File: src/rtl/dram_av_bridge.sv
// MCU external-DRAM port to Avalon-MM slave bridge: one active plus one queued
// request, waitrequest back-pressure, one-cycle ack and a watchdog abort.
module dram_av_bridge #(
    parameter int ADDR_BITS      = 22,
    parameter int XLEN           = 32,
    parameter int TIMEOUT_CYCLES = 1023
) (
    input  logic                   clk,
    input  logic                   sync_reset,
    input  logic [ADDR_BITS-1:0]   mem_addr,
    input  logic                   mem_read_en,
    input  logic                   mem_write_en,
    input  logic [XLEN/8-1:0]      mem_byte_enable,
    input  logic [XLEN-1:0]        mem_write_data,
    output logic                   mem_ack,
    output logic [XLEN-1:0]        mem_read_data,
    output logic [ADDR_BITS+1:0]   av_address,
    output logic                   av_read,
    output logic                   av_write,
    output logic [XLEN/8-1:0]      av_byteenable,
    output logic [XLEN-1:0]        av_writedata,
    input  logic                   av_waitrequest,
    input  logic [XLEN-1:0]        av_readdata,
    input  logic                   av_readdatavalid,
    output logic                   busy,
    output logic                   timeout_error,
    output logic                   protocol_error
);
    localparam int BE_W  = XLEN / 8;
    localparam int CNT_W = $clog2(TIMEOUT_CYCLES + 1);

    typedef enum logic [1:0] {S_IDLE, S_REQ, S_RD_WAIT, S_ACK} state_t;

    state_t                r_state, w_state_n;
    logic [ADDR_BITS-1:0]  r_act_addr, w_act_addr_n, r_slot_addr, w_slot_addr_n;
    logic [BE_W-1:0]       r_act_be, w_act_be_n, r_slot_be, w_slot_be_n;
    logic [XLEN-1:0]       r_act_data, w_act_data_n, r_slot_data, w_slot_data_n;
    logic                  r_act_wr, w_act_wr_n, r_slot_wr, w_slot_wr_n;
    logic                  r_slot_valid, w_slot_valid_n;
    logic [CNT_W-1:0]      r_wdog, w_wdog_n;
    logic [XLEN-1:0]       r_rdata, w_rdata_n;
    logic                  r_tmo_err, w_tmo_err_n, r_perr, w_perr_n;
    logic                  r_ack, r_av_read, r_av_write, r_busy;
    logic                  w_req, w_expired;

    assign w_req     = mem_read_en | mem_write_en;
    assign w_expired = (r_wdog >= CNT_W'(TIMEOUT_CYCLES - 1));

    always_comb begin
        w_state_n      = r_state;
        w_act_addr_n   = r_act_addr;
        w_act_be_n     = r_act_be;
        w_act_data_n   = r_act_data;
        w_act_wr_n     = r_act_wr;
        w_slot_addr_n  = r_slot_addr;
        w_slot_be_n    = r_slot_be;
        w_slot_data_n  = r_slot_data;
        w_slot_wr_n    = r_slot_wr;
        w_slot_valid_n = r_slot_valid;
        w_wdog_n       = r_wdog;
        w_rdata_n      = r_rdata;
        w_tmo_err_n    = r_tmo_err;
        w_perr_n       = r_perr;

        case (r_state)
            S_IDLE: begin
                if (w_req) begin
                    w_act_addr_n = mem_addr;
                    w_act_be_n   = mem_byte_enable;
                    w_act_data_n = mem_write_data;
                    w_act_wr_n   = mem_write_en;
                    w_wdog_n     = '0;
                    w_state_n    = S_REQ;
                end
            end
            S_REQ: begin
                // an accepted command wins over a watchdog expiring in the same cycle
                if (!av_waitrequest) begin
                    w_state_n = r_act_wr ? S_ACK : S_RD_WAIT;
                    w_wdog_n  = r_wdog + CNT_W'(1);
                end else if (w_expired) begin
                    w_tmo_err_n = 1'b1;
                    if (!r_act_wr) w_rdata_n = '1;
                    w_state_n = S_ACK;
                end else begin
                    w_wdog_n = r_wdog + CNT_W'(1);
                end
            end
            S_RD_WAIT: begin
                if (av_readdatavalid) begin
                    w_rdata_n = av_readdata;
                    w_state_n = S_ACK;
                end else if (w_expired) begin
                    w_tmo_err_n = 1'b1;
                    w_rdata_n   = '1;
                    w_state_n   = S_ACK;
                end else begin
                    w_wdog_n = r_wdog + CNT_W'(1);
                end
            end
            S_ACK: begin
                if (r_slot_valid) begin
                    w_act_addr_n   = r_slot_addr;
                    w_act_be_n     = r_slot_be;
                    w_act_data_n   = r_slot_data;
                    w_act_wr_n     = r_slot_wr;
                    w_slot_valid_n = 1'b0;
                    w_wdog_n       = '0;
                    w_state_n      = S_REQ;
                end else if (w_req) begin
                    w_act_addr_n = mem_addr;
                    w_act_be_n   = mem_byte_enable;
                    w_act_data_n = mem_write_data;
                    w_act_wr_n   = mem_write_en;
                    w_wdog_n     = '0;
                    w_state_n    = S_REQ;
                end else begin
                    w_state_n = S_IDLE;
                end
            end
            default: w_state_n = S_IDLE;
        endcase

        // ACK with an empty slot forwards the request straight to the active register
        if (w_req && (r_state != S_IDLE) && !(r_state == S_ACK && !r_slot_valid)) begin
            if (!r_slot_valid || r_state == S_ACK) begin
                w_slot_addr_n  = mem_addr;
                w_slot_be_n    = mem_byte_enable;
                w_slot_data_n  = mem_write_data;
                w_slot_wr_n    = mem_write_en;
                w_slot_valid_n = 1'b1;
            end else begin
                w_perr_n = 1'b1;
            end
        end
        if (mem_read_en && mem_write_en) w_perr_n = 1'b1;
    end

    always_ff @(posedge clk) begin
        if (sync_reset) begin
            r_state      <= S_IDLE;
            r_act_addr   <= '0;
            r_act_be     <= '0;
            r_act_data   <= '0;
            r_act_wr     <= 1'b0;
            r_slot_addr  <= '0;
            r_slot_be    <= '0;
            r_slot_data  <= '0;
            r_slot_wr    <= 1'b0;
            r_slot_valid <= 1'b0;
            r_wdog       <= '0;
            r_rdata      <= '0;
            r_tmo_err    <= 1'b0;
            r_perr       <= 1'b0;
            r_ack        <= 1'b0;
            r_av_read    <= 1'b0;
            r_av_write   <= 1'b0;
            r_busy       <= 1'b0;
        end else begin
            r_state      <= w_state_n;
            r_act_addr   <= w_act_addr_n;
            r_act_be     <= w_act_be_n;
            r_act_data   <= w_act_data_n;
            r_act_wr     <= w_act_wr_n;
            r_slot_addr  <= w_slot_addr_n;
            r_slot_be    <= w_slot_be_n;
            r_slot_data  <= w_slot_data_n;
            r_slot_wr    <= w_slot_wr_n;
            r_slot_valid <= w_slot_valid_n;
            r_wdog       <= w_wdog_n;
            r_rdata      <= w_rdata_n;
            r_tmo_err    <= w_tmo_err_n;
            r_perr       <= w_perr_n;
            r_ack        <= (w_state_n == S_ACK);
            r_av_read    <= (w_state_n == S_REQ) && !w_act_wr_n;
            r_av_write   <= (w_state_n == S_REQ) && w_act_wr_n;
            r_busy       <= (w_state_n != S_IDLE) || w_slot_valid_n;
        end
    end

    assign mem_ack        = r_ack;
    assign mem_read_data  = r_rdata;
    assign av_address     = {r_act_addr, 2'b00};
    assign av_read        = r_av_read;
    assign av_write       = r_av_write;
    assign av_byteenable  = r_act_be;
    assign av_writedata   = r_act_data;
    assign busy           = r_busy;
    assign timeout_error  = r_tmo_err;
    assign protocol_error = r_perr;
endmodule

File: config.mk
export PLATFORM = sky130hd
export DESIGN_NAME = dram_av_bridge
export DESIGN_NICKNAME = d
export VERILOG_FILES = /design/src/rtl/dram_av_bridge.sv
export SDC_FILE = /design/constraint.sdc
export NUM_CORES = 1
export LEC_CHECK = 0
export ABC_AREA = 1
export CAP_MARGIN = 20
export CORE_UTILIZATION = 48
export DETAILED_ROUTE_END_ITERATION = 6
export PLACE_DENSITY = 0.8
export SYNTH_ARGS = -nofsm -noshare
export SYNTH_HDL_FRONTEND = slang
export SYNTH_SLANG_ARGS = --single-unit
export TNS_END_PERCENT = 5
File: constraint.sdc
create_clock -name clk -period 2.28 [get_ports clk]
set_clock_uncertainty 0.2 [all_clocks]
set_input_delay 0.228 -clock clk [delete_from_list [all_inputs] [get_ports clk]]
set_output_delay 0.228 -clock clk [all_outputs]
set_load 0.01 [all_outputs]
# Yosys cells after proc, flatten, opt, wreduce, memory -nomap -nowiden
# Index checks and enable logic that the tools add are counted.
totals:
  regBits: 169
  output_inout_bits: 98
classes:
  n_addsub: 1
  n_lt_le_gt_ge: 1
  eq_ne: 11
  mux: 42
  bitwise_logic: 1
  reduce_logical: 21
op_table:
  columns: ["operator", "n"]
  rows:
  - ["$mux W32", 7]
  - ["$pmux W32 S2", 2]
  - ["$mux W10", 5]
  - ["$mux W22", 2]
  - ["$pmux W22 S2", 1]
  - ["$pmux W10 S4", 1]
  - ["$mux W1", 14]
  - ["$add A10 B1 Y10 const B", 1]
  - ["$ge A10 B10 Y1 const B", 1]
  - ["$reduce_bool A2 Y1", 5]
  - ["$mux W2", 4]
  - ["$mux W4", 2]
  - ["$ne A2 B2 Y1 const B", 4]
  - ["$pmux W2 S4", 1]
  - ["$pmux W4 S2", 1]
  - ["$eq A2 B2 Y1 const B", 3]
  - ["$logic_and A1 B1 Y1", 6]
  - ["$reduce_and A5 Y1", 1]
  - ["$eq A2 B1 Y1 const B", 2]
  - ["$pmux W1 S2", 2]
  - ["$reduce_and A2 Y1", 2]
  - ["$logic_not A1 Y1", 3]
  - ["$ne A3 B3 Y1 const B", 1]
  - ["$reduce_and A3 Y1", 1]
  - ["4 further kinds", 5]

# Depth between registers and ports, before layout
# Gate-level depths: netlist (run 1).
logic_depth:
  ltp_word: 6
  mapped_depth: 10
  mapped_depth_nobuf: 10

# Least setup slack after synthesis (run 1)
# Ideal clock, no wire load.
synth_path:
  path_type: "reg-to-reg"
  startpoint: "reg r_state[0]"
  endpoint: "reg r_slot_data[0]"
  setup_time_ps: 70
  t_arrival_ps: 1573
  slack_ps: 438
  stages_incl_launch_ff: 9
  n_path_buf: 3
  period_less_slack_ps: 1842
  cell_sequence: "dfxtp_1 inv_1 ha_1 clkbuf_1 nor2_2 nand3_2 buf_2 buf_2 a21oi_1"
synth_via:
  elab_chain_len: 5
  word_cells_on_any_way: 8
synth_rtl:
  columns: ["item", "line", "source"]
  rows:
  - ["start: declaration", "34", "state_t r_state, w_state_n;"]
  - ["start signal: assignment", "160", "r_state <= w_state_n;"]
  - ["$eq A2 B2 Y1", "125, 126", null]
  - ["$logic_and A1 B1 Y1", "125", "if (w_req && (r_state != S_IDLE) && !(r_state == S_ACK && !r_slot_valid)) begin"]
  - ["$logic_not A1 Y1", "125", null]
  - ["$logic_and A1 B1 Y1", "125", null]
  - ["$reduce_and A2 Y1 (no line) (*)", null, null]
  - ["end signal: assignment", "167", "r_slot_data <= w_slot_data_n;"]
  - ["end: declaration", "37", "logic [XLEN-1:0] r_act_data, w_act_data_n, r_slot_data, w_slot_data_n;"]
# Mark *: on every way between the ends. The rest lies on a longest branch, timed or not.
# A chain may end at the register's enable or synchronous reset.

# Final worst setup path (run 1)
layout_path:
  startpoint: "reg r_state[0]"
  endpoint: "reg r_slot_data[26]"
# The elaborated chain is that of the path after synthesis.

==> results of run 1 <==
## worst max-delay path, stage by stage (launching register included)
cell and delay (ns):
dfxtp_1 0.40, inv_1 0.10, ha_1 0.21, buf_4 0.18
nor2_2 0.18, nand3_4 0.10, buf_12 0.24, o21ai_0 0.24
a21oi_1 0.06
## cell usage after synthesis (3+ instances only)
| cell type | instances |
|---|---|
| buf_2 | 14 |
| o21ai_0 | 78 |
| a221oi_1 | 58 |
| nor3_1 | 4 |
| nor2_1 | 56 |
| o21ai_1 | 29 |
| dfxtp_1 | 169 |
| a21oi_1 | 106 |
| nand2_1 | 61 |
| ha_1 | 6 |
| nand3_1 | 12 |
| nand4_1 | 3 |
| buf_6 | 3 |
| inv_1 | 151 |
| clkbuf_1 | 46 |
| o22ai_1 | 59 |
## final cells by class
class | instances | area share, %
timing repair buffer | 210 | 22.35
clock buffer | 17 | 4.449
tap | 180 | 2.355
inverter | 152 | 5.967
sequential | 169 | 35.38
clock inverter | 15 | 1.282
multi-input combinational | 487 | 28.21
## repair_timing
action / CTS / global route
hold buffers: 0 / 0
endpoints found under the hold margin: 0 / 0
endpoints found under the setup margin: 0 / 3
gates resized for setup: 0 / 2
buffers inserted: 0 / 0
## sequential cells by signal, indices dropped and copies added (netlist names), 2 cells and up
signal and cells:
av_byteenable 4, av_writedata 32, mem_read_data 32, r_act_addr 22, r_slot_addr 22, r_slot_be 4
r_slot_data 32, r_state 2, r_wdog 10
## worst max path at each step
stage / end / cells past startpoint
2_1_floorplan: r_slot_data[0] / 8
3_3_place_gp: av_writedata[0] / 8
3_5_place_dp: av_byteenable[0] / 8
4_1_cts: r_wdog[2] / 9
5_1_grt: mem_read_data[2] / 10
6_report: r_slot_data[26] / 8
## report_power, final
part,internal (uW),total [uW],switching (uW)
logic,871,1750,881
registers,3330,3530,199
clock network,1410,2680,1270
total,5620,7960,2350
## per-stage QoR
stage / setup WS (ns) / util, %
after CTS: 0.2056 / 68.34
final: 0.2246 / 68.35
after global placement: 0.2213 / 64.42
after detailed placement: 0.1310 / 64.42
after global routing: 0.05569 / 68.35
after floorplan: 0.4376 / -
## routing by layer
layer | global-route usage [%] | vias up
li1 | - | 3311
met1 | 32.59 | 3109
met2 | 39.87 | 265
met3 | 8.287 | 31
met4 | 8.613 | 0
met5 | 0 | -
## kinds of logic after synthesis
kind of cell	after synthesis	synth area share [%]
flops	169	48.89
buf+inv	219	12.57
simple gates	144	8.642
fa+ha+maj	6	1.085
other cells	1	0.05419
compound gates	335	28.77
==> impl_metrics.csv, run 1 <==
group,metric,value,unit
run_status,status,"completed",
sta,rsz0062_at_grt,"false",
layout,fillers,1107,
sta,final-setup-viol-count,0,
setup_path,critPathCaptureType,"flip-flop",
power,vdd_drop_max,0.0005914,V
floorplan,rows,43,
floorplan,dieHeight,122.1,um
layout,multiInputGateArea,2698,um2
setup_path,r2r_setup_slack,0.22,ns
placed_design,dp_hpwl,11830,um
layout,stdcell_area,9562,um2
worst_hold_path,min_path_cells,4,
setup_path,cp-startpoint,"r_state[0]",
global_route,grt_usage,25.35,%
logic_synthesis,synthCells,874,
routing,top_layer_used,"met4",
global_route,antenna_found_initial,0,
setup_path,cp_max_fo,117,
global_route,grt_max_degree,118,
setup_path,worst-setup-path-type,"reg -> reg",
placed_design,place_congestion,0.8034,
routing,wl_per_cell,15.22,um
clock_network,cts_tree,"done",
clock_network,clk_path_buf_depth,2,
routing,wl_met1,8067,um
placed_design,place_inst,1198,
routing,routed-wl-met2,8795,um
logic_synthesis,async_reset_ff_share,0,%
sta,slew_viol_final,0,
floorplan,io_pins,194,
global_route,grt_pass1_wl,29970,um
placed_design,place_area,9011,um2
clock_network,cts_sinks,169,
floorplan,dieArea,14900,um2
logic_synthesis,synth-seq-area-share,48.89,%
routing,viasPerCell,5.460,
routing,drc_errors,0,
layout,layout.nets,1139,
worst_hold_path,min_from,"sync_reset",
layout,diodes,0,
placed_design,port_buffers,191,
logic_synthesis,synth.cell_area,6920,um2
layout,layout_commonest_cell,"clkdlybuf4s50_1",
clock_network,cts_root_buf,"clkbuf_16",
setup_path,start_kind,"flip-flop",
power,powerDensity,832.8,nW/um2
sta,tns,0,ns
routing,ant_nets,0,
sta,final.period_utilization,90.15,%
setup_path,r2r_cells,8,
logic_synthesis,synth_area_leaders,"dfxtp_1 (49%), inv_1 (8.2%), a21oi_1 (7.7%), a221oi_1 (7.3%), o21ai_0 (5.6%)",
routing,num_vias,6716,
logic_synthesis,synthFlopType,"dfxtp_1",
layout,drive_gt1_share,6.286,%
routing,drt_first_pass_iters,5,
power,leakagePower,0.003776,uW
sta,tightest_slew,0.7784,ns
sta,whs,0.1229,ns
setup_path,r2r_start,"r_state[0]",
sta,maxSlewHeadroom,48.10,%
logic_synthesis,synth.avg_cell_area,7.918,um2
global_route,gr-total-overflow,0,
worst_hold_path,hold_end,"r_wdog[8]",
logic_synthesis,netlist.area_leader.share,48.89,%
logic_synthesis,synth_edf_count,0,
clock_network,htreeDepth,4,
logic_synthesis,ys_ff_latch,169,
sta,hold_viol,0,
layout,synthToLayoutAreaGrowth,38.17,%
job,drv_cap,0,
layout,final-seq-area,3383,um2
floorplan,die_width,122.1,um
floorplan,start_util,49.47,%
clock_network,clkLatencyLatePin,0.43,ns
setup_path,arrival,2.16,ns
sta,min_period,2.055,ns
logic_synthesis,ys_warn_count,0,
layout,final_cells,1230,
layout,final_cell_mix,"clkdlybuf4s50_1 (190), dfxtp_1 (169), inv_1 (150), a21oi_1 (106), o21ai_0 (77)",
routing,drt_iter0_drc,583,
clock_network,path_clk_slew,0.07,ns
routing,drt-total-wl,18720,um
power,total_power,7963,uW
worst_hold_path,holdCritPathClass,"in -> reg",
setup_path,r2r_end,"r_slot_data[26]",
clock_network,cts_buffers,17,
logic_synthesis,yosys.area.top_type,"dfxtp_1",
logic_synthesis,synth_cell_types,28,
global_route,first_global_vias,6270,
routing,wl_met3,1579,um
setup_path,required,2.39,ns
sta,fmax,486.5,MHz
floorplan,core_region_area,13990,um2
(Power assumes the default switching activity.)
==> inputs of run 2 (changes only) <==
--- a/config.mk
+++ b/config.mk
@@ -10,6 +10,7 @@
 export CORE_UTILIZATION = 48
 export DETAILED_ROUTE_END_ITERATION = 6
 export PLACE_DENSITY = 0.8
+export RECOVER_POWER = 100
 export SYNTH_ARGS = -nofsm -noshare
 export SYNTH_HDL_FRONTEND = slang
 export SYNTH_SLANG_ARGS = --single-unit
==> impl_metrics.csv, run 2 (synthesized netlist as in run 1, its figures left out) <==
group,metric,value,unit
setup_path,required,2.41,ns
sta,slew_viol_final,0,
worst_hold_path,holdCritPathClass,"in -> reg",
routing,num_vias,6793,
floorplan,dieHeight,122.1,um
routing,drt_first_pass_iters,5,
sta,maxSlewHeadroom,47.30,%
sta,min_period,2.084,ns
sta,fmax,480.0,MHz
global_route,gr-total-overflow,0,
setup_path,cp_slowest_cell,"dfxtp_1",
power,clkPwrFrac,34.1,%
global_route,grt_max_degree,118,
clock_network,path_clk_slew,0.07,ns
floorplan,rows,43,
setup_path,arrival,2.21,ns
routing,drt_iter0_drc,601,
power,switchingPower,2323,uW
sta,final.period_utilization,91.38,%
setup_path,worst-setup-path-type,"reg -> reg",
power,leakagePower,0.003989,uW
power,swShare,29.61,%
routing,drc_errors,0,
global_route,antenna_found_initial,0,
setup_path,start_kind,"flip-flop",
setup_path,crit_family,"buffers and inverters",
power,total_power,7845,uW
clock_network,htreeDepth,4,
clock_network,clk_path_buf_depth,2,
placed_design,place_congestion,0.8034,
layout,layout.nets,1139,
routing,top_layer_used,"met4",
sta,hold_viol,0,
floorplan,dieArea,14900,um2
clock_network,cts_buffers,17,
job,drv_cap,0,
layout,synthToLayoutAreaGrowth,37.93,%
setup_path,cp_max_fo,18,
floorplan,io_pins,194,
clock_network,cts_sinks,169,
clock_network,post-cts-setup-buffers,0,
floorplan,core_region_area,13990,um2
sta,final-setup-viol-count,0,
routing,viasPerCell,5.523,
clock_network,cts_root_buf,"clkbuf_16",
sta,rsz0062_at_grt,"false",
power,powerDensity,821.8,nW/um2
floorplan,start_util,49.47,%
routing,wl_met3,1730,um
setup_path,critical_path.cell_chain,"inv_1, ha_1, inv_1, o21ai_1, clkbuf_2, a221oi_1",
power,vdd_drop_max,0.0005806,V
global_route,grt_usage,25.35,%
power,seqPwrFrac,44.8,%
layout,layout_commonest_cell,"dfxtp_1",
setup_path,critPathBufInv,3,
layout,diodes,0,
routing,drt-total-wl,18790,um
layout,drive_gt1_share,6.095,%
global_route,first_global_vias,6270,
power,combPwrFrac,21.1,%
routing,ant_nets,0,
sta,tightest_slew,0.7904,ns
floorplan,die_width,122.1,um
clock_network,clkLatencyLatePin,0.43,ns
setup_path,cpMostUsedCell,"inv_1",
clock_network,hold_buffers,0,
power,p_int,5521,uW
global_route,grt_pass1_wl,29970,um
sta,tns,0,ns
clock_network,cts_tree,"done",
routing,wl_met1,7942,um
routing,routed-wl-met2,8851,um
routing,wl_per_cell,15.28,um
layout,final_cell_mix,"dfxtp_1 (169), inv_1 (151), a21oi_1 (106), o21ai_0 (102), dlygate4sd3_1 (96)",
run_status,status,"completed",
placed_design,dp_hpwl,11830,um
setup_path,max_stage_delay,0.40,ns
setup_path,critPathCaptureType,"flip-flop",
placed_design,port_buffers,191,
run 2: cell types whose count changed in the layout (fill, tap and decap cells not counted), moves of 4 or more:
cell / previous run / this run
clkdlybuf4s50_1: 190 / 94
o21ai_0: 77 / 102
buf_4: 12 / 8
dlygate4sd3_1: 0 / 96
o21ai_1: 29 / 5
run 2: metal layers:
layer / GRT usage, % / vias up
met5: 0 / -
met4: 8.613 / 0
met3: 8.287 / 33
met2: 39.87 / 311
met1: 32.59 / 3137
li1: - / 3312
run 2: worst reg2reg max path, cell delays in order, from the launching register on:
cell and delay, ns:
dfxtp_1 0.40, inv_1 0.10, ha_1 0.31, inv_1 0.13, o21ai_1 0.14, clkbuf_2 0.32
a221oi_1 0.38
run 2: worst paths after layout:
path                            slack (ns)             from  cells after the start               end
worst max-delay path                  0.20       r_state[0]                      6  av_writedata[22]
worst min-delay path                  0.11       sync_reset                      4         r_wdog[8]
worst max register to register        0.20       r_state[0]                      6  av_writedata[22]
worst min register to register        0.24  r_slot_addr[20]                      2   r_slot_addr[20]
run 2: power groups by stage:
stage | registers [uW] | logic [uW] | clock network [uW]
after CTS | 3530 | 1750 | 2720
after floorplan | 3660 | 776 | 0
after global routing | 3560 | 1820 | 2830
after global placement | 3580 | 1710 | 0
final | 3520 | 1650 | 2680
after detailed placement | 3580 | 1740 | 0
run 2: what timing repair did:
action	in CTS	in global routing
gates resized for setup	0	2
setup endpoints to repair	0	3
hold endpoints to repair	0	0
run 2: stage by stage:
step | worst slack, ns | area [um2] | hold slack (ns) | utilization (%) | instances
finish | 0.1965 | 9545 | 0.1125 | 68.24 | 1230
global route | 0.04313 | 9545 | 0.1474 | 68.24 | 1230
CTS | 0.2056 | 9559 | 0.1096 | 68.34 | 1230
detailed placement | 0.1310 | 9011 | 0.2337 | 64.42 | 1198
global placement | 0.2213 | 9011 | 0.2300 | 64.42 | 1198
floorplan | 0.4376 | 6924 | 0.2004 | - | 875
run 2: final cells by class:
class / count / area, um2
Timing Repair Buffer: 210 / 2132
Multi-Input combinational cell: 487 / 2686
Clock inverter: 15 / 122.6
Inverter: 152 / 570.5
Clock buffer: 17 / 425.4
Sequential cell: 169 / 3383
Fill cell: 1110 / 4443
Tap cell: 180 / 225.2
==> inputs of run 3 (changes only) <==
--- a/config.mk
+++ b/config.mk
@@ -7,7 +7,9 @@
 export LEC_CHECK = 0
 export ABC_AREA = 1
 export CAP_MARGIN = 20
+export CORE_MARGIN = 2
 export CORE_UTILIZATION = 48
+export CTS_CLUSTER_SIZE = 30
 export DETAILED_ROUTE_END_ITERATION = 6
 export PLACE_DENSITY = 0.8
 export RECOVER_POWER = 100
==> impl_metrics.csv, run 3 (synthesized netlist as in run 1, its figures left out) <==
group,metric,value,unit
layout,synthToLayoutAreaGrowth,38.67,%
global_route,antenna_found_initial,1,
routing,wl_per_cell,15.39,um
sta,final-setup-viol-count,0,
routing,drt_iter0_drc,576,
setup_path,cp_max_fo,96,
global_route,gr-total-overflow,0,
layout,drive_gt1_share,5.910,%
power,p_int,5760,uW
placed_design,place_congestion,0.8466,
clock_network,path_clk_slew,0.07,ns
sta,hold_viol,0,
power,leakagePower,0.004013,uW
layout,layout.nets,1138,
power,vdd_drop_max,0.0006657,V
routing,ant_nets,0,
sta,fmax,468.0,MHz
power,switchingPower,2366,uW
routing,drc_errors,0,
placed_design,place_ws,0.03902,ns
routing,drt-total-wl,18930,um
sta,slew_viol_final,0,
routing,num_vias,6682,
setup_path,critPathCaptureType,"flip-flop",
routing,viasPerCell,5.433,
worst_hold_path,min_from,"av_readdata[13]",
floorplan,rows,43,
setup_path,worst-setup-path-type,"reg -> reg",
sta,maxSlewHeadroom,47.83,%
setup_path,start_kind,"flip-flop",
setup_path,cp_slowest_cell,"dfxtp_1",
sta,min_period,2.137,ns
clock_network,cts_tree,"done",
clock_network,clk_path_buf_depth,2,
job,drv_cap,0,
power,clkPwrFrac,36.5,%
clock_network,cts_sinks,169,
global_route,grt_pass1_wl,29840,um
setup_path,cp-startpoint,"r_state[0]",
clock_network,cts_root_buf,"clkbuf_16",
layout,final_cell_mix,"dfxtp_1 (169), inv_1 (150), a21oi_1 (106), o21ai_0 (104), dlygate4sd3_1 (97)",
floorplan,die_width,124.1,um
sta,final.period_utilization,93.71,%
power,powerDensity,846.7,nW/um2
placed_design,dp_hpwl,11850,um
clock_network,post-cts-setup-buffers,0,
floorplan,dieHeight,124.1,um
sta,tightest_slew,0.7826,ns
setup_path,required,2.38,ns
placed_design,port_buffers,191,
global_route,grt_max_degree,97,
global_route,first_global_vias,6139,
layout,layout_commonest_cell,"dfxtp_1",
floorplan,io_pins,194,
setup_path,max_stage_delay,0.38,ns
power,swShare,29.12,%
power,seqPwrFrac,43.2,%
floorplan,start_util,49.47,%
sta,tns,0,ns
routing,drt_first_pass_iters,5,
clock_network,clkLatencyLatePin,0.43,ns
setup_path,critical_path.cell_chain,"inv_1, ha_1, buf_4, nor2_1, nand3_4, buf_12, o21ai_0, a21oi_1",
setup_path,r2r_start,"r_state[0]",
sta,fin_ws,0.1433,ns
setup_path,arrival,2.24,ns
clock_network,htreeDepth,4,
global_route,grt_usage,24.47,%
clock_network,cts_buffers,17,
floorplan,core_region_area,13990,um2
worst_hold_path,holdCritPathClass,"in -> reg",
sta,rsz0062_at_grt,"false",
run_status,status,"completed",
floorplan,dieArea,15390,um2
power,combPwrFrac,20.2,%
[run 3: worst max-delay path: cells and delay by family (launching register included)]
kind	cells	cell delay, ns
adders and majority gates	1	0.21
and+or+nand+nor	2	0.34
DFF	1	0.38
AOI/OAI and AO/OA	2	0.36
buffers and inverters	3	0.50
[run 3: worst paths after layout]
check                                         end  slack, ns  cells after the start
worst min-delay path            mem_read_data[13]       0.20                      3
worst max register to register    r_slot_data[28]       0.14                      8
worst max-delay path              r_slot_data[28]       0.14                      8
worst min register to register    r_slot_data[13]       0.24                      2
[run 3: layout make-up]
type / count / area, um2
fill: 1117 / 4392
sequential: 169 / 3383
multi-input combinational: 487 / 2693
timing repair buffer: 209 / 2111
inverter: 152 / 570.5
clock buffer: 17 / 425.4
tap: 180 / 225.2
clock inverter: 15 / 186.4
antenna: 1 / 2.502
[run 3: timing repair]
item                                   in CTS  in global routing
endpoints found under the hold margin      10                  0
resized for setup                           0                  1
hold buffers                                1                  0
setup endpoints to repair                   0                  7
[run 3: power by group through the flow]
stage	clock network [uW]	logic [uW]	registers (uW)
final	2970	1640	3510
after global placement	0	1700	3570
after CTS	3020	1740	3530
after floorplan	0	776	3660
after global routing	3140	1820	3550
after detailed placement	0	1730	3580
[run 3: per-stage QoR]
stage	util, %	hold slack [ns]	power (uW)	std cells	instance area, um2
finish	68.60	0.2002	8126	1230	9597
global route	68.60	0.2035	8512	1230	9597
detailed placement	64.22	0.2344	5311	1196	8984
CTS	68.67	0.1877	8288	1229	9605
floorplan	-	0.2004	4440	875	6924
global placement	64.22	0.2307	5270	1196	8984
[run 3: routing by layer]
layer / wire length [um] / global-route usage, %
met3: 1709 / 7.738
met2: 8902 / 39.28
met1: 7957 / 31.04
met5: 0 / 0
met4: 355 / 8.497
